$ cat src/rtl/osc_net_pkg.sv
// Shared types, default sizes and helpers for the spiking-oscillator scheduler.
package osc_net_pkg;

  typedef enum logic [1:0] {
    ST_IDLE    = 2'd0,
    ST_RUN     = 2'd1,
    ST_REFRACT = 2'd2
  } state_e;

  localparam int N_NEURONS_DEF = 4;
  localparam int IDX_W_DEF     = $clog2(N_NEURONS_DEF);

  // A zero threshold would make a neuron fire without integrating; clamp to 1.
  function automatic logic [7:0] thr_eff_f(input logic [7:0] thr);
    return (thr == 8'd0) ? 8'd1 : thr;
  endfunction

endpackage

$ cat src/rtl/osc_network_ctrl_rr_arbiter.sv
// Combinational round-robin arbiter: first requester at or after ptr, wrapping.
module rr_arbiter #(
  parameter int N     = 4,
  parameter int IDX_W = $clog2(N)
) (
  input  logic [N-1:0]     req,
  input  logic [IDX_W-1:0] ptr,
  output logic [N-1:0]     grant,
  output logic [IDX_W-1:0] grant_idx,
  output logic             any
);

  logic [2*N-1:0] rot;
  logic [IDX_W:0] sum;
  logic           found;

  always_comb begin
    // Rotating the doubled vector puts the pointer position at bit 0.
    rot       = {req, req} >> ptr;
    any       = |req;
    grant_idx = '0;
    sum       = '0;
    found     = 1'b0;
    for (int k = 0; k < N; k++) begin
      if (!found && rot[k]) begin
        found = 1'b1;
        sum   = {1'b0, ptr} + (IDX_W+1)'(k);
        if (sum >= (IDX_W+1)'(N)) sum = sum - (IDX_W+1)'(N);
        grant_idx = sum[IDX_W-1:0];
      end
    end
    grant = any ? ({{(N-1){1'b0}}, 1'b1} << grant_idx) : '0;
  end

endmodule

$ cat src/rtl/osc_network_ctrl.sv
// Oscillator network scheduler: prescaled integrate counters, round-robin spike
// arbitration, then global inhibition for a refractory window.
module osc_network_ctrl
  import osc_net_pkg::*;
#(
  parameter int N_NEURONS = 4,
  parameter int CNT_W     = 3,
  parameter int REF_W     = 3,
  parameter int PRE_W     = 8,
  localparam int IDX_W    = $clog2(N_NEURONS)
) (
  input  logic                 clk,
  input  logic                 rst_n,
  input  logic                 en,
  input  logic [PRE_W-1:0]     prescale,
  input  logic [CNT_W-1:0]     threshold,
  input  logic [REF_W-1:0]     refract,
  input  logic [N_NEURONS-1:0] drive,
  output logic [N_NEURONS-1:0] spike,
  output logic [IDX_W-1:0]     winner,
  output logic [N_NEURONS-1:0] inhibit,
  output logic                 busy
);

  state_e                          state_q, state_d;
  logic [N_NEURONS-1:0][CNT_W-1:0] cnt_q, cnt_d;
  logic [IDX_W-1:0]                ptr_q, ptr_d;
  logic [IDX_W-1:0]                winner_q, winner_d;
  logic [PRE_W-1:0]                pcnt_q, pcnt_d;
  logic [REF_W-1:0]                rcnt_q, rcnt_d;
  logic [N_NEURONS-1:0]            spike_q, spike_d;
  logic [N_NEURONS-1:0]            inhibit_q, inhibit_d;

  logic [CNT_W-1:0]     thr_eff;
  logic [N_NEURONS-1:0] req, grant, win_oh;
  logic [IDX_W-1:0]     grant_idx;
  logic                 any_req, tick, busy_int;

  assign thr_eff  = CNT_W'(thr_eff_f(8'(threshold)));
  assign busy_int = (state_q != ST_IDLE);
  assign tick     = busy_int && (pcnt_q == prescale);
  assign win_oh   = {{(N_NEURONS-1){1'b0}}, 1'b1} << winner_q;

  for (genvar gi = 0; gi < N_NEURONS; gi++) begin : g_req
    assign req[gi] = (state_q == ST_RUN) && drive[gi] && (cnt_q[gi] == thr_eff);
  end

  rr_arbiter #(.N(N_NEURONS), .IDX_W(IDX_W)) u_arb (
    .req       (req),
    .ptr       (ptr_q),
    .grant     (grant),
    .grant_idx (grant_idx),
    .any       (any_req)
  );

  always_comb begin
    state_d   = state_q;
    cnt_d     = cnt_q;
    ptr_d     = ptr_q;
    winner_d  = winner_q;
    rcnt_d    = rcnt_q;
    spike_d   = '0;
    inhibit_d = '0;
    // Wrap-on-tick means a pcnt stranded above a lowered prescale runs round the full range.
    pcnt_d    = tick ? '0 : pcnt_q + 1'b1;

    unique case (state_q)
      ST_IDLE: begin
        pcnt_d = '0;
        if (en) state_d = ST_RUN;
      end
      ST_RUN: begin
        for (int i = 0; i < N_NEURONS; i++) begin
          if (tick && drive[i] && (cnt_q[i] < thr_eff)) cnt_d[i] = cnt_q[i] + 1'b1;
        end
        if (any_req) begin
          cnt_d    = '0;
          spike_d  = grant;
          winner_d = grant_idx;
          ptr_d    = (grant_idx == IDX_W'(N_NEURONS - 1)) ? '0 : grant_idx + 1'b1;
          if (refract != '0) begin
            state_d   = ST_REFRACT;
            rcnt_d    = refract;
            inhibit_d = ~grant;
          end
        end
      end
      ST_REFRACT: begin
        cnt_d     = '0;
        inhibit_d = ~win_oh;
        if (tick) begin
          if (rcnt_q == REF_W'(1)) begin
            state_d   = ST_RUN;
            rcnt_d    = '0;
            inhibit_d = '0;
          end else begin
            rcnt_d = rcnt_q - 1'b1;
          end
        end
      end
      default: state_d = ST_IDLE;
    endcase

    if (!en) begin
      state_d   = ST_IDLE;
      cnt_d     = '0;
      ptr_d     = '0;
      pcnt_d    = '0;
      rcnt_d    = '0;
      spike_d   = '0;
      inhibit_d = '0;
      winner_d  = winner_q;
    end
  end

  always_ff @(posedge clk or negedge rst_n) begin
    if (!rst_n) begin
      state_q   <= ST_IDLE;
      cnt_q     <= '0;
      ptr_q     <= '0;
      winner_q  <= '0;
      pcnt_q    <= '0;
      rcnt_q    <= '0;
      spike_q   <= '0;
      inhibit_q <= '0;
    end else begin
      state_q   <= state_d;
      cnt_q     <= cnt_d;
      ptr_q     <= ptr_d;
      winner_q  <= winner_d;
      pcnt_q    <= pcnt_d;
      rcnt_q    <= rcnt_d;
      spike_q   <= spike_d;
      inhibit_q <= inhibit_d;
    end
  end

  assign spike   = spike_q;
  assign winner  = winner_q;
  assign inhibit = inhibit_q;
  assign busy    = busy_int;

endmodule

$ cat config.mk
export PLATFORM = sky130hd
export DESIGN_NAME = osc_network_ctrl
export DESIGN_NICKNAME = d
export VERILOG_FILES = /design/src/rtl/osc_net_pkg.sv /design/src/rtl/osc_network_ctrl_rr_arbiter.sv /design/src/rtl/osc_network_ctrl.sv
export SDC_FILE = /design/constraint.sdc
export NUM_CORES = 1
export LEC_CHECK = 0
export CAP_MARGIN = 20
export CORE_ASPECT_RATIO = 1.25
export CORE_UTILIZATION = 59
export DETAILED_ROUTE_END_ITERATION = 16
export MAX_ROUTING_LAYER = met4
export PLACE_DENSITY = 0.91
export SLEW_MARGIN = 20
export SYNTH_ARGS = -nofsm -noshare
export SYNTH_HDL_FRONTEND = slang
export SYNTH_SLANG_ARGS = --single-unit
$ cat constraint.sdc
create_clock -name clk -period 4.47 [get_ports clk]
set_input_delay 1.341 -clock clk [delete_from_list [all_inputs] [get_ports clk]]
set_output_delay 1.341 -clock clk [all_outputs]
set_load 0.005 [all_outputs]
==> results.py, run 1 <==
metrics = {
    "die": {
        "die_w_um": 58.8,
        "rows": 25,
        "core_area_um2": 3820,
        "num_io_pins": 32,
        "dieArea_um2": 4290,
        "initial_utilization": 0.623,
        "die_height_um": 73.0,
    },
    "cells_and_area": {
        "final_cells": 336,
        "nNetsFinal": 328,
        "finish.instance_area_um2": 2850,
        "utilization": 0.746,
        "antenna-diode-count": 0,
        "drive_above_1_share": 0.0674,
        "syn_to_final_growth_pct": 19.8,
    },
    "pwr": {
        "power_mw": 1.04,
        "power.switching_mw": 0.371,
        "ir_drop_mv": 0.342,
        "intPower_mw": 0.671,
        "pwr-share-comb": 0.337,
        "pwr_density_cell_nw_per_um2": 366,
        "p_clk_frac": 0.287,
        "p_leak_nw": 1.31,
        "swShare": 0.356,
        "p_seq_frac": 0.376,
    },
    "sta": {
        "setup_tns_ns": 0,
        "skew_ns": 0.00356,
        "post-route-period-util": 0.837,
        "max_slew_margin": 0.365,
        "min_period_ns": 3.74,
        "setup_violations": 0,
        "tightest_slew_ns": 0.949,
        "whs_ns": 0.510,
        "finalHoldViolCount": 0,
        "max_clock_freq_mhz": 267,
        "rsz0062_at_grt": "no",
        "setup_ws_ns": 0.727,
        "slew_violations": 0,
    },
    "global_route": {
        "grt_use_total": 0.292,
        "grt_pass1_wl_um": 8980,
        "grt_pass1_vias": 1951,
        "grt_max_degree": 38,
        "antenna_found_initial": 0,
        "grt-ovfl-total": 0,
    },
    "place": {
        "dpl_cell_area_um2": 2730,
        "hpwl_um": 3660,
        "gp_congestion": 0.851,
        "dp_slack_ns": 0.486,
        "place_inst": 328,
        "portBuffers": 31,
    },
    "logic_synthesis": {
        "postSynthAreaPerCell_um2": 9.62,
        "synth_area_leaders": "dfrtp_1, ha_1, o21ai_0, xnor2_1, inv_1",
        "yosys_warnings": 0,
        "synth-edff-count": 0,
        "async_reset_ff_frac": 1.00,
        "syn-instance-count": 247,
        "yosysTopAreaCellShare": 0.390,
        "yosysUniqueCellTypes": 42,
        "netlist_area_um2": 2380,
        "synth_fp_nets": 294,
        "yosysTopAreaCell": "dfrtp_1",
        "synth.most_common_cell": "dfrtp_1",
        "synth_commonest_cells": "dfrtp_1, ha_1, inv_1",
        "synthFlopType": "dfrtp_1",
        "synth-seq-cells": 37,
        "ys_seq_area_frac": 0.390,
    },
    "critical_path": {
        "regToRegEndpoint": "spike[1]",
        "rr_startpoint": "state_q[1]",
        "critPathMaxFanout": 15,
        "crit_required_ns": 4.70,
        "start_kind": "input pin",
        "cp.arrival_ns": 3.97,
        "r2r_cells": 10,
        "crit_type": "in -> reg",
        "reg2reg_setup_slack_ns": 1.83,
        "end_kind": "flop",
    },
    "drt": {
        "routed_wl_um": 5500,
        "viasPerCell": 6.04,
        "vias": 2028,
        "drcViolationCount": 0,
        "drt_iter0_drc": 136,
        "wl_per_cell_um": 16.4,
        "drt_first_pass_iters": 4,
        "ant_nets": 0,
    },
    "cts": {
        "cts_root_buf": "clkbuf_8",
        "ctsResizeCount": 0,
        "cts_setup_buffers": 0,
        "insertion_delay_ns": 0.30,
        "clock_path_buffers": 2,
        "cts_tree": "yes",
        "clkSinkCount": 37,
        "cts_buffers": 5,
        "path_clk_slew_ns": 0.08,
        "htreeDepth": 2,
        "cts_hold_buffers": 0,
    },
    "worst_hold_path": {
        "min_path_cells": 1,
        "hold_path_end": "cnt_q[3]",
        "hp-class": "reg -> reg",
        "worstHoldStart": "cnt_q[3]",
    },
    "status": {
        "status": "completed",
    },
    "job": {
        "maxCapViolCount": 0,
    },
}
area by class of cell:
| type | instances | area, µm² |
|---|---|---|
| Clock buffer | 5 | 68.8 |
| Clock inverter | 3 | 46.3 |
| Fill cell | 280 | 970 |
| Inverter | 20 | 75.1 |
| Multi-Input combinational cell | 185 | 1350 |
| Sequential cell | 37 | 926 |
| Tap cell | 54 | 67.6 |
| Timing Repair Buffer | 32 | 313 |
power by group through the flow:
stage / logic, mW / registers [mW] / clock network, mW
floorplan: 0.226 / 0.392 / 0
global route: 0.378 / 0.396 / 0.314
CTS: 0.344 / 0.390 / 0.298
finish: 0.350 / 0.392 / 0.299
global placement: 0.320 / 0.395 / 0
detailed placement: 0.333 / 0.397 / 0
layout by cell type (no fill, tap or decap), types with 3 or more instances in the layout:
cell type	n
a211oi_1	5
nor2_1	17
o21ai_0	16
a21oi_1	3
nand3_1	11
o31ai_1	8
xor2_1	4
nor3_1	5
clkbuf_8	5
nand2b_1	6
and3_1	11
o22ai_1	5
nor2b_1	8
xnor2_1	9
and3b_1	4
ha_1	26
inv_1	20
nand2_1	13
clkdlybuf4s50_1	30
o21ai_1	9
dfrtp_1	37
layer usage:
| metal | vias to the layer above | part of all wire | track usage |
|---|---|---|---|
| li1 | 958 | - | - |
| met1 | 965 | 0.41 | 0.344 |
| met2 | 91 | 0.50 | 0.470 |
| met3 | 14 | 0.057 | 0.0585 |
| met4 | 0 | 0.028 | 0.148 |
| met5 | - | 0 | - |
cells by family (layout without fill, tap and decap cells):
kind of cell               count (synthesis)  after routing  share of synthesized area
muxes                                      2              2                    0.00948
DFF                                       37             37                      0.390
and+or+nand+nor                           83             83                      0.201
AOI/OAI and AO/OA                         60             60                      0.166
buffers and inverters                     25             60                     0.0421
xor gates and xnor gates                  14             14                     0.0548
adders and majority gates                 26             26                      0.137
state kept, by name, summed over array words and instances, names as in the netlist:
name,flops
cnt_q,12
inhibit,4
pcnt_q,8
ptr_q,2
rcnt_q,3
spike,4
state_q,2
winner,2
worst max path at each step:
stage / start / to / slack, ns / cells past startpoint
2_1_floorplan: threshold[1] / spike[0] / 1.31 / 10
3_3_place_gp: threshold[1] / spike[0] / 0.59 / 11
3_5_place_dp: threshold[1] / spike[1] / 0.49 / 11
4_1_cts: threshold[1] / spike[1] / 0.76 / 11
5_1_grt: threshold[1] / cnt_q[7] / 0.55 / 9
6_report: threshold[1] / cnt_q[5] / 0.73 / 9
worst max-delay path: stages:
cell             delay [ns]
clkdlybuf4s50_1        0.44
o21bai_1               0.33
ha_1                   0.30
and3_1                 0.14
nand3_1                0.14
nand4_2                0.40
a211oi_1               0.58
o31ai_1                0.16
o21ai_1                0.13
Note: power is estimated with default switching activity, not from simulation.
==> inputs of run 2 (changes only) <==
CORE_UTILIZATION = 50   (was 59)
PLACE_DENSITY = 0.83   (was 0.91)
clock period = 3.3 ns   (was 4.47 ns; I/O delays follow)
==> results.py, run 2 (synthesis results as in run 1) <==
metrics = {
    "die": {
        "rows": 27,
        "die_height_um": 79.1,
        "num_io_pins": 32,
        "initial_utilization": 0.529,
        "dieArea_um2": 5030,
        "die_w_um": 63.7,
        "core_area_um2": 4490,
    },
    "critical_path": {
        "crit_required_ns": 3.49,
        "critPathMaxFanout": 4,
        "crit_type": "in -> reg",
        "end_kind": "flop",
        "rr_startpoint": "state_q[1]",
        "startpoint": "threshold[1]",
        "r2r_cells": 10,
        "cp-endpoint": "spike[0]",
        "regToRegEndpoint": "spike[3]",
        "reg2reg_setup_slack_ns": 0.90,
        "start_kind": "input pin",
        "cp.arrival_ns": 3.26,
    },
    "place": {
        "place_inst": 346,
        "gp_congestion": 0.916,
        "hpwl_um": 3970,
        "portBuffers": 31,
    },
    "sta": {
        "slew_violations": 0,
        "setup_tns_ns": 0,
        "rsz0062_at_grt": "no",
        "whs_ns": 0.509,
        "max_slew_margin": 0.442,
        "finalHoldViolCount": 0,
        "tightest_slew_ns": 0.837,
        "max_clock_freq_mhz": 326,
        "post-route-period-util": 0.929,
        "min_period_ns": 3.07,
        "setup_violations": 0,
        "skew_ns": 0.0141,
    },
    "global_route": {
        "grt_pass1_vias": 2045,
        "grt_pass1_wl_um": 9080,
        "grt-ovfl-total": 0,
        "antenna_found_initial": 0,
        "grt_use_total": 0.241,
        "grt_max_degree": 38,
    },
    "pwr": {
        "power_mw": 1.44,
        "ir_drop_mv": 0.329,
        "p_leak_nw": 1.38,
        "pwr_density_cell_nw_per_um2": 484,
    },
    "cells_and_area": {
        "final_common_cell": "dfrtp_1",
        "fillCellCount": 369,
        "largest_reg_flops": 12,
        "antenna-diode-count": 0,
        "final_cells": 354,
        "syn_to_final_growth_pct": 25.2,
        "top_register": "cnt_q",
        "utilization": 0.662,
        "largestRegisters": "cnt_q (12), pcnt_q (8)",
        "drive_above_1_share": 0.122,
        "nNetsFinal": 342,
        "final_cell_mix": "dfrtp_1, clkdlybuf4s50_1, ha_1",
    },
    "cts": {
        "path_clk_slew_ns": 0.08,
        "htreeDepth": 2,
        "cts_setup_buffers": 0,
        "insertion_delay_ns": 0.30,
        "cts_root_buf": "clkbuf_8",
        "clock_path_buffers": 2,
        "clkSinkCount": 37,
        "cts_tree": "yes",
        "cts_buffers": 5,
        "cts_hold_buffers": 0,
    },
    "job": {
        "maxCapViolCount": 0,
    },
    "worst_hold_path": {
        "hp-class": "reg -> reg",
    },
    "drt": {
        "vias": 2062,
        "drt_first_pass_iters": 4,
        "drt_iter0_drc": 153,
        "ant_nets": 0,
        "routed_wl_um": 5230,
        "wl_per_cell_um": 14.8,
        "drcViolationCount": 0,
        "viasPerCell": 5.82,
    },
    "status": {
        "status": "completed",
    },
}
run 2: cell types whose count changed in the layout (fill, tap and decap cells not counted):
cell | previous run | this run
clkinv_4 | 1 | 0
a21oi_1 | 3 | 2
a211oi_1 | 5 | 3
clkbuf_8 | 5 | 6
buf_4 | 1 | 15
a21oi_2 | 0 | 1
a211oi_2 | 0 | 2
run 2: power breakdown:
group | leakage [nW] | internal (mW) | switching [mW]
registers | 0.511 | 0.494 | 0.0358
logic | 0.814 | 0.215 | 0.274
clock network | 0.0574 | 0.246 | 0.175
total | 1.38 | 0.954 | 0.485
run 2: what timing repair did:
action | in CTS | in global routing
endpoints found under the hold margin | 0 | 0
gates resized for setup | 0 | 3
setup endpoints to repair | 0 | 7
run 2: routing by layer:
layer  track usage  wire (µm)  vias to the layer above
li1              -          -                      986
met4         0.100         94                        0
met1         0.285       2280                      994
met5             -          0                        -
met2         0.403       2620                       73
met3        0.0417        241                        9
run 2: worst min path at each step:
stage,startpoint,cells past startpoint,slack (ns),endpoint
6_report,cnt_q[6],1,0.51,cnt_q[6]
5_1_grt,cnt_q[6],1,0.53,cnt_q[6]
3_3_place_gp,cnt_q[3],1,0.49,cnt_q[3]
3_5_place_dp,cnt_q[6],1,0.50,cnt_q[6]
4_1_cts,cnt_q[6],1,0.51,cnt_q[6]
2_1_floorplan,cnt_q[0],1,0.47,cnt_q[0]
run 2: critical path, cell delays in order:
cell	delay, ns
clkdlybuf4s50_1	0.44
o21bai_1	0.25
buf_4	0.17
ha_1	0.21
nand3_1	0.15
nor2_1	0.08
o21ai_0	0.17
o221ai_1	0.23
buf_4	0.20
ha_1	0.21
and3_1	0.16
run 2: stage by stage:
stage	cell area [µm²]	setup slack, ns
floorplan	2380	0.488
global placement	2840	-0.0410
detailed placement	2840	-0.182
CTS	2960	0.118
global route	2980	0.0132
finish	2980	0.233
run 2: layout make-up:
cell class	count	area (µm²)	share of cell area
Sequential cell	37	926	0.311
Multi-Input combinational cell	185	1360	0.458
Inverter	20	75.1	0.0252
Timing Repair Buffer	46	418	0.140
Tap cell	58	72.6	0.0244
Clock inverter	2	37.5	0.0126
Clock buffer	6	82.6	0.0278
==> inputs of run 3 (changes only) <==
HOLD_SLACK_MARGIN = 0.06   (was unset)
SKIP_LAST_GASP = 1   (was unset)
==> results of run 3 <==
The final DEF is identical to that of run 2; final timing and power are the same.
